**src/rtl/imem_pipe.sv**
```systemverilog
// Pipelined instruction memory: valid/ready fetch port, LATENCY-stage read pipe, flush, preload port.
// Optional address-fault detection is enabled by defining IMEM_FAULT_CHECK_EN.
module imem_pipe #(
    parameter int          DEPTH_LOG2 = 3,
    parameter int          LATENCY    = 1,
    parameter logic [31:0] BASE_ADDR  = 32'h0000_0000
) (
    input  logic                  clk,
    input  logic                  rst,
    input  logic                  req_valid,
    output logic                  req_ready,
    input  logic [31:0]           req_pc,
    output logic                  rsp_valid,
    input  logic                  rsp_ready,
    output logic [31:0]           rsp_inst,
    output logic [31:0]           rsp_pc,
    output logic                  rsp_fault,
    input  logic                  flush,
    input  logic                  load_en,
    input  logic [DEPTH_LOG2-1:0] load_addr,
    input  logic [31:0]           load_data
);
    localparam int          DEPTH = 1 << DEPTH_LOG2;
    localparam logic [31:0] NOP   = 32'h0000_0013;

    logic [31:0]         mem [DEPTH];

    logic [LATENCY-1:0]  vld_p;
    logic [LATENCY-1:0]  fault_p;
    logic [31:0]         pc_p   [LATENCY];
    logic [31:0]         inst_p [LATENCY];

    logic                adv;
    logic                accept;
    logic [31:0]         offset;
    logic [DEPTH_LOG2-1:0] idx;
    logic                req_fault;
    logic                unused_offset_bits;

    assign adv       = !rsp_valid || rsp_ready;
    assign req_ready = adv && !flush && !rst;
    assign accept    = req_valid && req_ready;

    assign offset = req_pc - BASE_ADDR;
    assign idx    = offset[DEPTH_LOG2+1:2];
    assign unused_offset_bits = ^{offset[31:DEPTH_LOG2+2], offset[1:0]};

`ifdef IMEM_FAULT_CHECK_EN
    // A PC below BASE_ADDR wraps the offset to a huge value, so it lands in the range fault too.
    assign req_fault = (req_pc[1:0] != 2'b00) || ((offset >> (DEPTH_LOG2 + 2)) != 32'd0);
`else
    assign req_fault = 1'b0;
`endif

    // Load port: independent of handshake/flush; the fetch read below sees the pre-write word.
    always_ff @(posedge clk) begin
        if (load_en) begin
            mem[load_addr] <= load_data;
        end
    end

    // Stage valids: flush and reset drop everything in flight, otherwise shift on global advance.
    always_ff @(posedge clk) begin
        if (rst || flush) begin
            vld_p <= '0;
        end else if (adv) begin
            vld_p[0] <= accept;
            for (int i = 1; i < LATENCY; i++) begin
                vld_p[i] <= vld_p[i-1];
            end
        end
    end

    // Stage data: not reset; the outputs are masked by the last-stage valid instead.
    always_ff @(posedge clk) begin
        if (adv) begin
            if (accept) begin
                pc_p[0]    <= req_pc;
                fault_p[0] <= req_fault;
                if (req_fault) begin
                    inst_p[0] <= NOP;
                end else begin
                    inst_p[0] <= mem[idx];
                end
            end
            for (int i = 1; i < LATENCY; i++) begin
                pc_p[i]    <= pc_p[i-1];
                inst_p[i]  <= inst_p[i-1];
                fault_p[i] <= fault_p[i-1];
            end
        end
    end

    assign rsp_valid = vld_p[LATENCY-1];
    assign rsp_inst  = rsp_valid ? inst_p[LATENCY-1] : 32'd0;
    assign rsp_pc    = rsp_valid ? pc_p[LATENCY-1]   : 32'd0;
    assign rsp_fault = rsp_valid && fault_p[LATENCY-1];

endmodule

```
**config.mk**
```make
export PLATFORM = sky130hd
export DESIGN_NAME = imem_pipe
export DESIGN_NICKNAME = d
export VERILOG_FILES = /design/src/rtl/imem_pipe.sv
export SDC_FILE = /design/constraint.sdc
export NUM_CORES = 1
export LEC_CHECK = 0
export ABC_AREA = 1
export CAP_MARGIN = 25
export CORE_MARGIN = 8
export CORE_UTILIZATION = 30
export DETAILED_ROUTE_END_ITERATION = 7
export HOLD_SLACK_MARGIN = 0.1
export PLACE_DENSITY_LB_ADDON = 0.25
export SLEW_MARGIN = 0
export SYNTH_ARGS = -nofsm -noshare
export SYNTH_HDL_FRONTEND = slang
export SYNTH_SLANG_ARGS = --single-unit
```
**constraint.sdc**
```tcl
create_clock -name clk -period 8.44 [get_ports clk]
set_input_delay 1.266 -clock clk [delete_from_list [all_inputs] [get_ports clk]]
set_output_delay 1.266 -clock clk [all_outputs]
set_load 0.01 [all_outputs]
```
[Word level (Yosys, flattened, before mapping)]
Memory sizes are Yosys's and may differ from the RTL's.
Cells that the tools add are included.
Cells by class
  reductions and logical operators: 8
  mux-type cells: 7
Operators with widths (number)
  $mux W32: 2
  $mux W1: 5
  $logic_and A1 B1 Y1: 3
  $logic_not A1 Y1: 3
  $logic_or A1 B1 Y1: 2
Word-level totals
  register bits: 1
  logic and storage cells: 19
  memories: 3
  RAM bits: 320
  bits of input ports: 73
Memories
  mem: words 8, width 32, read ports 1, clocked after Yosys merged registers in 0, wr ports 1, RTL line 26  | logic [31:0] mem [DEPTH];
  inst_p: words 1, width 32, read ports 1, clocked after Yosys merged registers in 0, wr ports 1, RTL line 31  | logic [31:0] inst_p [LATENCY];
  pc_p: words 1, width 32, read ports 1, clocked after Yosys merged registers in 0, wr ports 1, RTL line 30  | logic [31:0] pc_p [LATENCY];

[Depth between registers and ports, before layout]
Gate-level depths: netlist of the first run.
  word-level depth: 8
  mapped depth: 8
  depth with buffers taken out: 6

[Least setup slack after synthesis of the first run]
OpenSTA, ideal clock, no wires.
  path type: input port to flip-flop
  from: input port rst
  to: memory inst_p[0][0], enable pin
  setup time: 0.578 ns
  setup slack: 1.602 ns
  required time: 7.862 ns
  arrival time: 6.261 ns
  stages: 2
  buffers on the path: 0
  cells stage by stage: or2_2 nor3b_1
On the way
  longest elaborated chain between the ends: 6
Ends and longest elaborated chain
  start: declaration: RTL line 9  | input logic rst,
  $logic_not A1 Y1: RTL line 41  | assign req_ready = adv && !flush && !rst;
  $logic_and A1 B1 Y1: RTL line 41
  $logic_and A1 B1 Y1: RTL line 42  | assign accept = req_valid && req_ready;
  $mux W1: RTL line 77  | if (accept) begin
  $mux W1: RTL line 76  | if (adv) begin
  $mux W1 (implied by the code): RTL line 83  | inst_p[0] <= mem[idx];
  end: declaration: RTL line 31
No other way between the ends.

[Worst setup path after layout of the first run]
  from: input port rst
  to: output port req_ready
On the way
  longest elaborated chain between the ends: 2
Ends and longest elaborated chain
  $logic_not A1 Y1: RTL line 41
  $logic_and A1 B1 Y1: RTL line 41
  end: declaration: RTL line 11  | output logic req_ready,
No other way between the ends.

==> out/results.md, run 1 <==
| Step | Result | This run |
|:---|:---|:---|
| final layout | Share of layout cells above drive strength 1 | 0.0588 |
| synthesis | Syn Nets | 1406 |
| sta | Hold Slack | 0.703 ns |
| placed design | Port Buf Inserts | 138 |
| synthesis | Post-synthesis cell area | 13700 sq um |
| sta | Setup TNS after final layout | 0 ns |
| hold path | Kind of path behind the tightest hold check | register to register |
| floorplan | Effective utilization at floorplan | 0.303 |
| final layout | Area occupied by registers | 9630 sq um |
| critical path | Sort of element at the start of the critical path | input port |
| power and ir drop | Int Power | 2.80 mW |
| routing | Highest signal layer in the routed design | met5 |
| power and ir drop | Part of the power in combinational logic | 0.065 |
| power and ir drop | Fraction of power consumed by sequential logic | 0.509 |
| clocking | Root Buffer | clkbuf_16 |
| global routing | Via count of the first global-routing pass | 8599 |
| synthesis | Synthesized flop and latch total | 321 |
| synthesis | Avg Synthesized Cell Area | 10.3 sq um |
| critical path | Data arrival time at the worst-slack endpoint | 2.63 ns |
| clocking | CTS max path bufs | 3 |
| clocking | Post-CTS Hold Fix Bufs | 0 |
| sta | Final hold violations | 0 |
| sta | Max-slew headroom | 0.343 |
| routing | Iter 0 DRT Violations | 507 |
| sta | Final critical-path required period | 3.89 ns |
| final layout | Synth-to-layout area growth | 22.8% |
| final layout | Most common library cell in the layout ignoring fill and taps | nand2_1 |
| final layout | Commonest cells after routing, fill and taps aside | nand2_1, inv_1, edfxtp_1, clkdlybuf4s50_1, nand3_1 |
| synthesis | Number of warnings reported in the yosys synthesis log | 0 |
| floorplan | IO Count | 140 |
| final layout | Diodes inserted | 0 |
| routing | Router iterations before antenna repair | 5 |
| critical path | Maximum net fanout on the critical path | 3 |
| floorplan | CORE AREA | 45300 sq um |
| global routing | Number of antenna violations at the first check in global routing | 4 |
| clocking | TritonCTS clock tree | built |
| placed design | Detailed placement HPWL | 16.6 mm |
| power and ir drop | Net switching power of the design | 788 uW |
| status | Result of the run | finished, final reports clean |
| floorplan | Die Span Y | 230 um |
| placed design | Final weighted congestion in routability-driven placement | 0.699 |
| power and ir drop | PD cells | 213 nW/um^2 |
| routing | Number of design rule violations left after detail routing | 0 |
| power and ir drop | Post-route total power | 3.59 mW |
| routing | Total length of routed met3 wires | 1.84 mm |
| critical path | Worst Setup Path Type | input port to output port |
| critical path | Cell seen most often among critical-path stages | clkdlybuf4s50_1 |
| power and ir drop | Relative contribution of the clock network to total power | 0.426 |
| sta | Slew Viols, Final | 0 |
| critical path | FF-to-FF setup slack | 6.33 ns |
| routing | Routed wire per std cell | 15.2 um |
| final layout | Final net count | 1542 |
| routing | Count of antenna-violating nets left after detailed routing | 0 |
| final layout | Footprint of the multi-input gates | 2590 sq um |
| clocking | PostCTS Resize Cnt | 0 |
| sta | Setup skew after layout | 0.0217 ns |
| hold path | Number of instances on the worst hold path | 6 |
| critical path | Critical-path top delay cell | clkdlybuf4s50_1 |
| critical path | CP peak stage delay | 0.54 ns |
| global routing | Remaining global-route overflow | 0 |
| routing | Vias post-DR | 8678 |
| sta | Number of failing setup endpoints in the final timing report | 0 |
| global routing | GRT Resource Usage Total | 0.120 |
| synthesis | Register area share after synthesis | 0.701 |
| sta | Pin slew with the least headroom to its limit | 0.986 ns |
| routing | Length of routed met2 wiring | 14.6 mm |
| final layout | Number of fill cells in the layout | 4465 |
| floorplan | Die ar. | 52900 sq um |
| floorplan | Die W | 230 um |
| clocking | Clock slew at reported path FFs | 0.06 ns |
| clocking | TritonCTS buffer count | 37 |
| floorplan | Row count | 78 |
| routing | Via/cell ratio | 4.14 |
| clocking | Worst-Skew Late Latency | 0.52 ns |
| routing | Wire length reported by the detailed router | 32.0 mm |
| sta | Setup repair after global routing missed its margin | false |
| power and ir drop | Leak pwr | 7.58 nW |
| sta | Max frequency | 257 MHz |
| power and ir drop | Net switching share of the total power | 0.219 |
| synthesis | Ranking of synthesized cells by area | edfxtp_1, nand2_1, inv_1, nand3_1, buf_6 |
| critical path | Chain of cells forming the critical path | clkdlybuf4s50_1 > or2_2 > nor2_1 > clkdlybuf4s50_1 |
| clocking | Total clock sinks | 321 |
| routing | Met1 Routed Length | 14.9 mm |
| critical path | Reg2reg path depth | 5 |
| global routing | Global-route wire length before repair | 49.7 mm |
| job | Reported max-cap violation count | 0 |
| critical path | Critical Path RT | 7.17 ns |
| synthesis | Cell accounting for the most synthesized area | edfxtp_1 |
| synthesis | Number of different library cells in the post-synthesis netlist | 15 |
| clocking | Clock H-tree levels | 2 |
| critical path | Type of destination of the critical path | output port |
| synthesis | Post-Syn Instances | 1333 |
| global routing | Pin count of the biggest net entering global routing | 89 |
| synthesis | Share of the synthesized area in the top cell type | 0.699 |
| sta | Share of the clock period used by the worst path | 0.461 |
| power and ir drop | Max IR drop VDD | 0.122 mV |
| clocking | # Post-CTS Setup Buffers | 0 |
-- layout make-up --
cell class                      count  share of cell area
Sequential cell                   321               0.571
Multi-Input combinational cell    629               0.154
Timing Repair Buffer              153              0.0891
Inverter                          327              0.0729
Clock buffer                       41              0.0557
Tap cell                          600              0.0445
Clock inverter                     26              0.0136
-- worst paths after layout --
| path | start | endpoint |
|---|---|---|
| max | rst | req_ready |
| min | mem[1][12] | inst_p[0][12] |
| max reg2reg | rsp_valid | inst_p[0][2] |
| min reg2reg | mem[1][12] | inst_p[0][12] |
-- cells in the mapped netlist (all sizes together) --
master and count:
buf 44, clkbuf 12, conb 1, dfxtp 1, edfxtp 320, inv 327
nand2 486, nand3 128, nor2 12, nor3b 1, or2 1
-- power groups by stage --
stage          Clock [mW]  Combinational [mW]  Sequential [mW]
2_1_floorplan           0               0.134             1.86
3_3_place_gp            0               0.233             1.86
3_5_place_dp            0               0.237             1.86
4_1_cts              1.58               0.238             1.83
5_1_grt              1.64               0.265             1.83
6_report             1.53               0.233             1.83
-- cell families (layout without fill, tap and decap cells) --
kind of cell	Yosys count	in the layout	share of synthesized area
other	1	1	0.000273
buffers and inverters	383	547	0.115
and+or+nand+nor	628	628	0.184
DFF	321	321	0.701
-- critical path: cells and delay by family --
family	cells	cell delay (ns)
buf+inv	2	0.93
simple gates	2	0.42
-- sequential cells by signal, summed over array words and instances (netlist names) --
| name | flops |
|---|---|
| inst_p | 32 |
| mem | 256 |
| pc_p | 32 |
| rsp_valid | 1 |
-- metrics by stage --
stage	util	instances	cell area (sq um)	worst slack, ns
after global placement	0.346	2029	15700	4.52
final	0.373	2097	16900	4.55
after CTS	0.372	2096	16900	4.53
after detailed placement	0.346	2029	15700	4.53
after global routing	0.373	2097	16900	4.51
after floorplan	-	1333	13700	1.60
-- metal layers --
layer | global-route usage | vias to the layer above
li1 | - | 4387
met1 | 0.158 | 4034
met2 | 0.197 | 201
met3 | 0.0276 | 48
met4 | 0.0299 | 8
met5 | 0 | -
Note: power is estimated with default switching activity, not from simulation.
==> run 2: changes to the inputs <==
==> constraint.sdc (replaced) <==
create_clock -name clk -period 4.05 [get_ports clk]
set_input_delay 0.6075 -clock clk [delete_from_list [all_inputs] [get_ports clk]]
set_output_delay 0.6075 -clock clk [all_outputs]
set_load 0.01 [all_outputs]
==> out/results.md, run 2 (synthesized netlist as in run 1, its figures left out) <==
| Step | Result | This run | Change |
|:---|:---|:---|:---|
| status | Result of the run | finished, final reports clean |  |
| global routing | Via count of the first global-routing pass | 8654 | +0.64% |
| placed design | Detailed placement HPWL | 18.8 mm | +13% |
| power and ir drop | PD cells | 439 nW/um^2 | +110% |
| floorplan | Die W | 230 um | unchanged |
| global routing | GRT Resource Usage Total | 0.119 | -0.000612 |
| sta | Setup repair after global routing missed its margin | false |  |
| clocking | Clock slew at reported path FFs | 0.06 ns | about the same |
| sta | Slew Viols, Final | 0 | unchanged |
| critical path | Sort of element at the start of the critical path | register |  |
| critical path | Data arrival time at the worst-slack endpoint | 2.31 ns | -0.32 ns |
| routing | Router iterations before antenna repair | 4 | -1 |
| final layout | Largest registers | mem: 256 flops, inst_p: 32 flops, pc_p: 32 flops |  |
| sta | Final critical-path required period | 2.92 ns |  |
| power and ir drop | Leak pwr | 7.56 nW | -0.20% |
| power and ir drop | Int Power | 5.78 mW | +110% |
| floorplan | IO Count | 140 | unchanged |
| sta | Pin slew with the least headroom to its limit | 0.994 ns | +0.00797 ns |
| final layout | Most common library cell in the layout ignoring fill and taps | nand2_1 |  |
| clocking | PostCTS Resize Cnt | 0 | unchanged |
| critical path | Worst Setup Path Type | register to output port |  |
| sta | Setup TNS after final layout | 0 ns | unchanged |
| job | Reported max-cap violation count | 0 | unchanged |
| clocking | Post-CTS Hold Fix Bufs | 0 | unchanged |
| critical path | Maximum net fanout on the critical path | 36 | +33 |
| final layout | Register with the most flip-flops | mem |  |
| final layout | Synth-to-layout area growth | 22.8% | unchanged |
| critical path | FF-to-FF setup slack | 2.16 ns | -4.17 ns |
| final layout | Diodes inserted | 0 | unchanged |
| sta | Max frequency | 343 MHz |  |
| clocking | Root Buffer | clkbuf_16 |  |
| final layout | Area occupied by registers | 9630 sq um | about the same |
| clocking | Clock H-tree levels | 2 | unchanged |
| final layout | Footprint of the multi-input gates | 2600 sq um | +0.24% |
| placed design | Post-place setup slack | 1.28 ns | -3.25 ns |
| placed design | Port Buf Inserts | 138 | unchanged |
| sta | Setup skew after layout | 0.0138 ns | -0.00792 ns |
| critical path | Endpoint of the worst register-to-register path | inst_p[0][16] |  |
| floorplan | Die ar. | 52900 sq um | unchanged |
| power and ir drop | Fraction of power consumed by sequential logic | 0.513 | +0.004 |
| floorplan | Die Span Y | 230 um | unchanged |
| clocking | # Post-CTS Setup Buffers | 0 | unchanged |
| final layout | Final net count | 1546 | +0.26% |
| sta | Max-slew headroom | 0.337 | -0.00532 |
| clocking | Total clock sinks | 321 | unchanged |
| final layout | Commonest cells after routing, fill and taps aside | nand2_1, inv_1, edfxtp_1, clkdlybuf4s50_1, nand3_1 |  |
| clocking | TritonCTS buffer count | 37 | unchanged |
| clocking | TritonCTS clock tree | built |  |
| power and ir drop | Part of the power in combinational logic | 0.067 | +0.002 |
| floorplan | Effective utilization at floorplan | 0.303 | unchanged |
| sta | Share of the clock period used by the worst path | 0.720 |  |
| critical path | Startpoint of the lowest-slack register-to-register path | rsp_valid |  |
| final layout | Number of flip-flops under the largest register name | 256 | unchanged |
| routing | Vias post-DR | 8750 | +0.83% |
| power and ir drop | Net switching share of the total power | 0.220 | +0.000764 |
| clocking | CTS max path bufs | 3 | unchanged |
| global routing | Remaining global-route overflow | 0 | unchanged |
| global routing | Number of antenna violations at the first check in global routing | 0 | -4 |
| floorplan | CORE AREA | 45300 sq um | unchanged |
| placed design | Final weighted congestion in routability-driven placement | 0.725 | +3.6% |
| power and ir drop | Max IR drop VDD | 0.242 mV | +98% |
| critical path | Reg2reg path depth | 4 | -1 |
| critical path | Type of destination of the critical path | output port |  |
| clocking | Worst-Skew Late Latency | 0.53 ns | about the same |
| sta | Final critical-path setup slack | 1.13 ns | -3.41 ns |
| critical path | Critical Path RT | 3.44 ns | -3.73 ns |
| sta | Final hold violations | 0 | unchanged |
| global routing | Pin count of the biggest net entering global routing | 87 | -2.2% |
| final layout | Share of layout cells above drive strength 1 | 0.0541 | -0.00471 |
| routing | Via/cell ratio | 4.17 | +0.78% |
| hold path | Number of instances on the worst hold path | 1 | -5 |
| power and ir drop | Net switching power of the design | 1.63 mW | +110% |
| routing | Wire length reported by the detailed router | 32.2 mm | +0.64% |
| floorplan | Row count | 78 | unchanged |
| hold path | Startpoint of the tightest hold check path | req_pc[2] |  |
| hold path | Endpoint of the worst hold path | pc_p[0][2] |  |
| routing | Count of antenna-violating nets left after detailed routing | 0 | unchanged |
| routing | Iter 0 DRT Violations | 638 | +26% |
| routing | Routed wire per std cell | 15.3 um | +0.59% |
| final layout | Number of fill cells in the layout | 4489 | +0.54% |
| hold path | Kind of path behind the tightest hold check | input port to register |  |
| power and ir drop | Relative contribution of the clock network to total power | 0.419 | -0.007 |
| routing | Number of design rule violations left after detail routing | 0 | unchanged |
| sta | Number of failing setup endpoints in the final timing report | 0 | unchanged |
| global routing | Global-route wire length before repair | 49.9 mm | +0.37% |
-- run 2: worst max path at each step --
stage / startpoint / to
floorplan: rst / inst_p[0][0]
global placement: load_addr[0] / mem[2][2]
detailed placement: req_pc[2] / inst_p[0][17]
CTS: rsp_valid / rsp_inst[15]
global route: rsp_valid / rsp_inst[12]
finish: rsp_valid / rsp_inst[16]
-- run 2: layer usage --
layer	global-route usage	up-vias	part of all wire
met3	0.0267	59	0.060
met2	0.192	232	0.46
met4	0.0390	0	0.025
met5	0	-	0
li1	-	4382	-
met1	0.158	4077	0.46
-- run 2: critical path, stage by stage, from the launching register on --
cell and delay (ns):
dfxtp_2 0.78, buf_12 0.30, nand2_1 0.10, inv_1 0.06, clkdlybuf4s50_1 0.53
-- run 2: stage by stage --
stage	total power, mW	utilization	cell area (sq um)	hold WS [ns]	cells
finish	7.41	0.373	16900	0.611	2098
detailed placement	4.39	0.348	15800	0.687	2034
global placement	4.38	0.347	15700	0.688	2032
CTS	7.53	0.373	16900	0.588	2098
floorplan	4.15	-	13700	0.599	1333
global route	7.70	0.373	16900	0.605	2098
-- run 2: power groups by stage --
stage / Sequential (mW) / Clock, mW / Combinational, mW
6_report: 3.81 / 3.11 / 0.500
5_1_grt: 3.81 / 3.32 / 0.565
4_1_cts: 3.81 / 3.21 / 0.515
3_5_place_dp: 3.88 / 0 / 0.511
3_3_place_gp: 3.87 / 0 / 0.502
2_1_floorplan: 3.87 / 0 / 0.279
-- run 2: layout make-up --
cell class,count,share of cell area
Sequential cell,321,0.571
Multi-Input combinational cell,629,0.154
Timing Repair Buffer,157,0.0925
Inverter,327,0.0729
Clock buffer,49,0.0600
Tap cell,600,0.0445
Clock inverter,15,0.00563
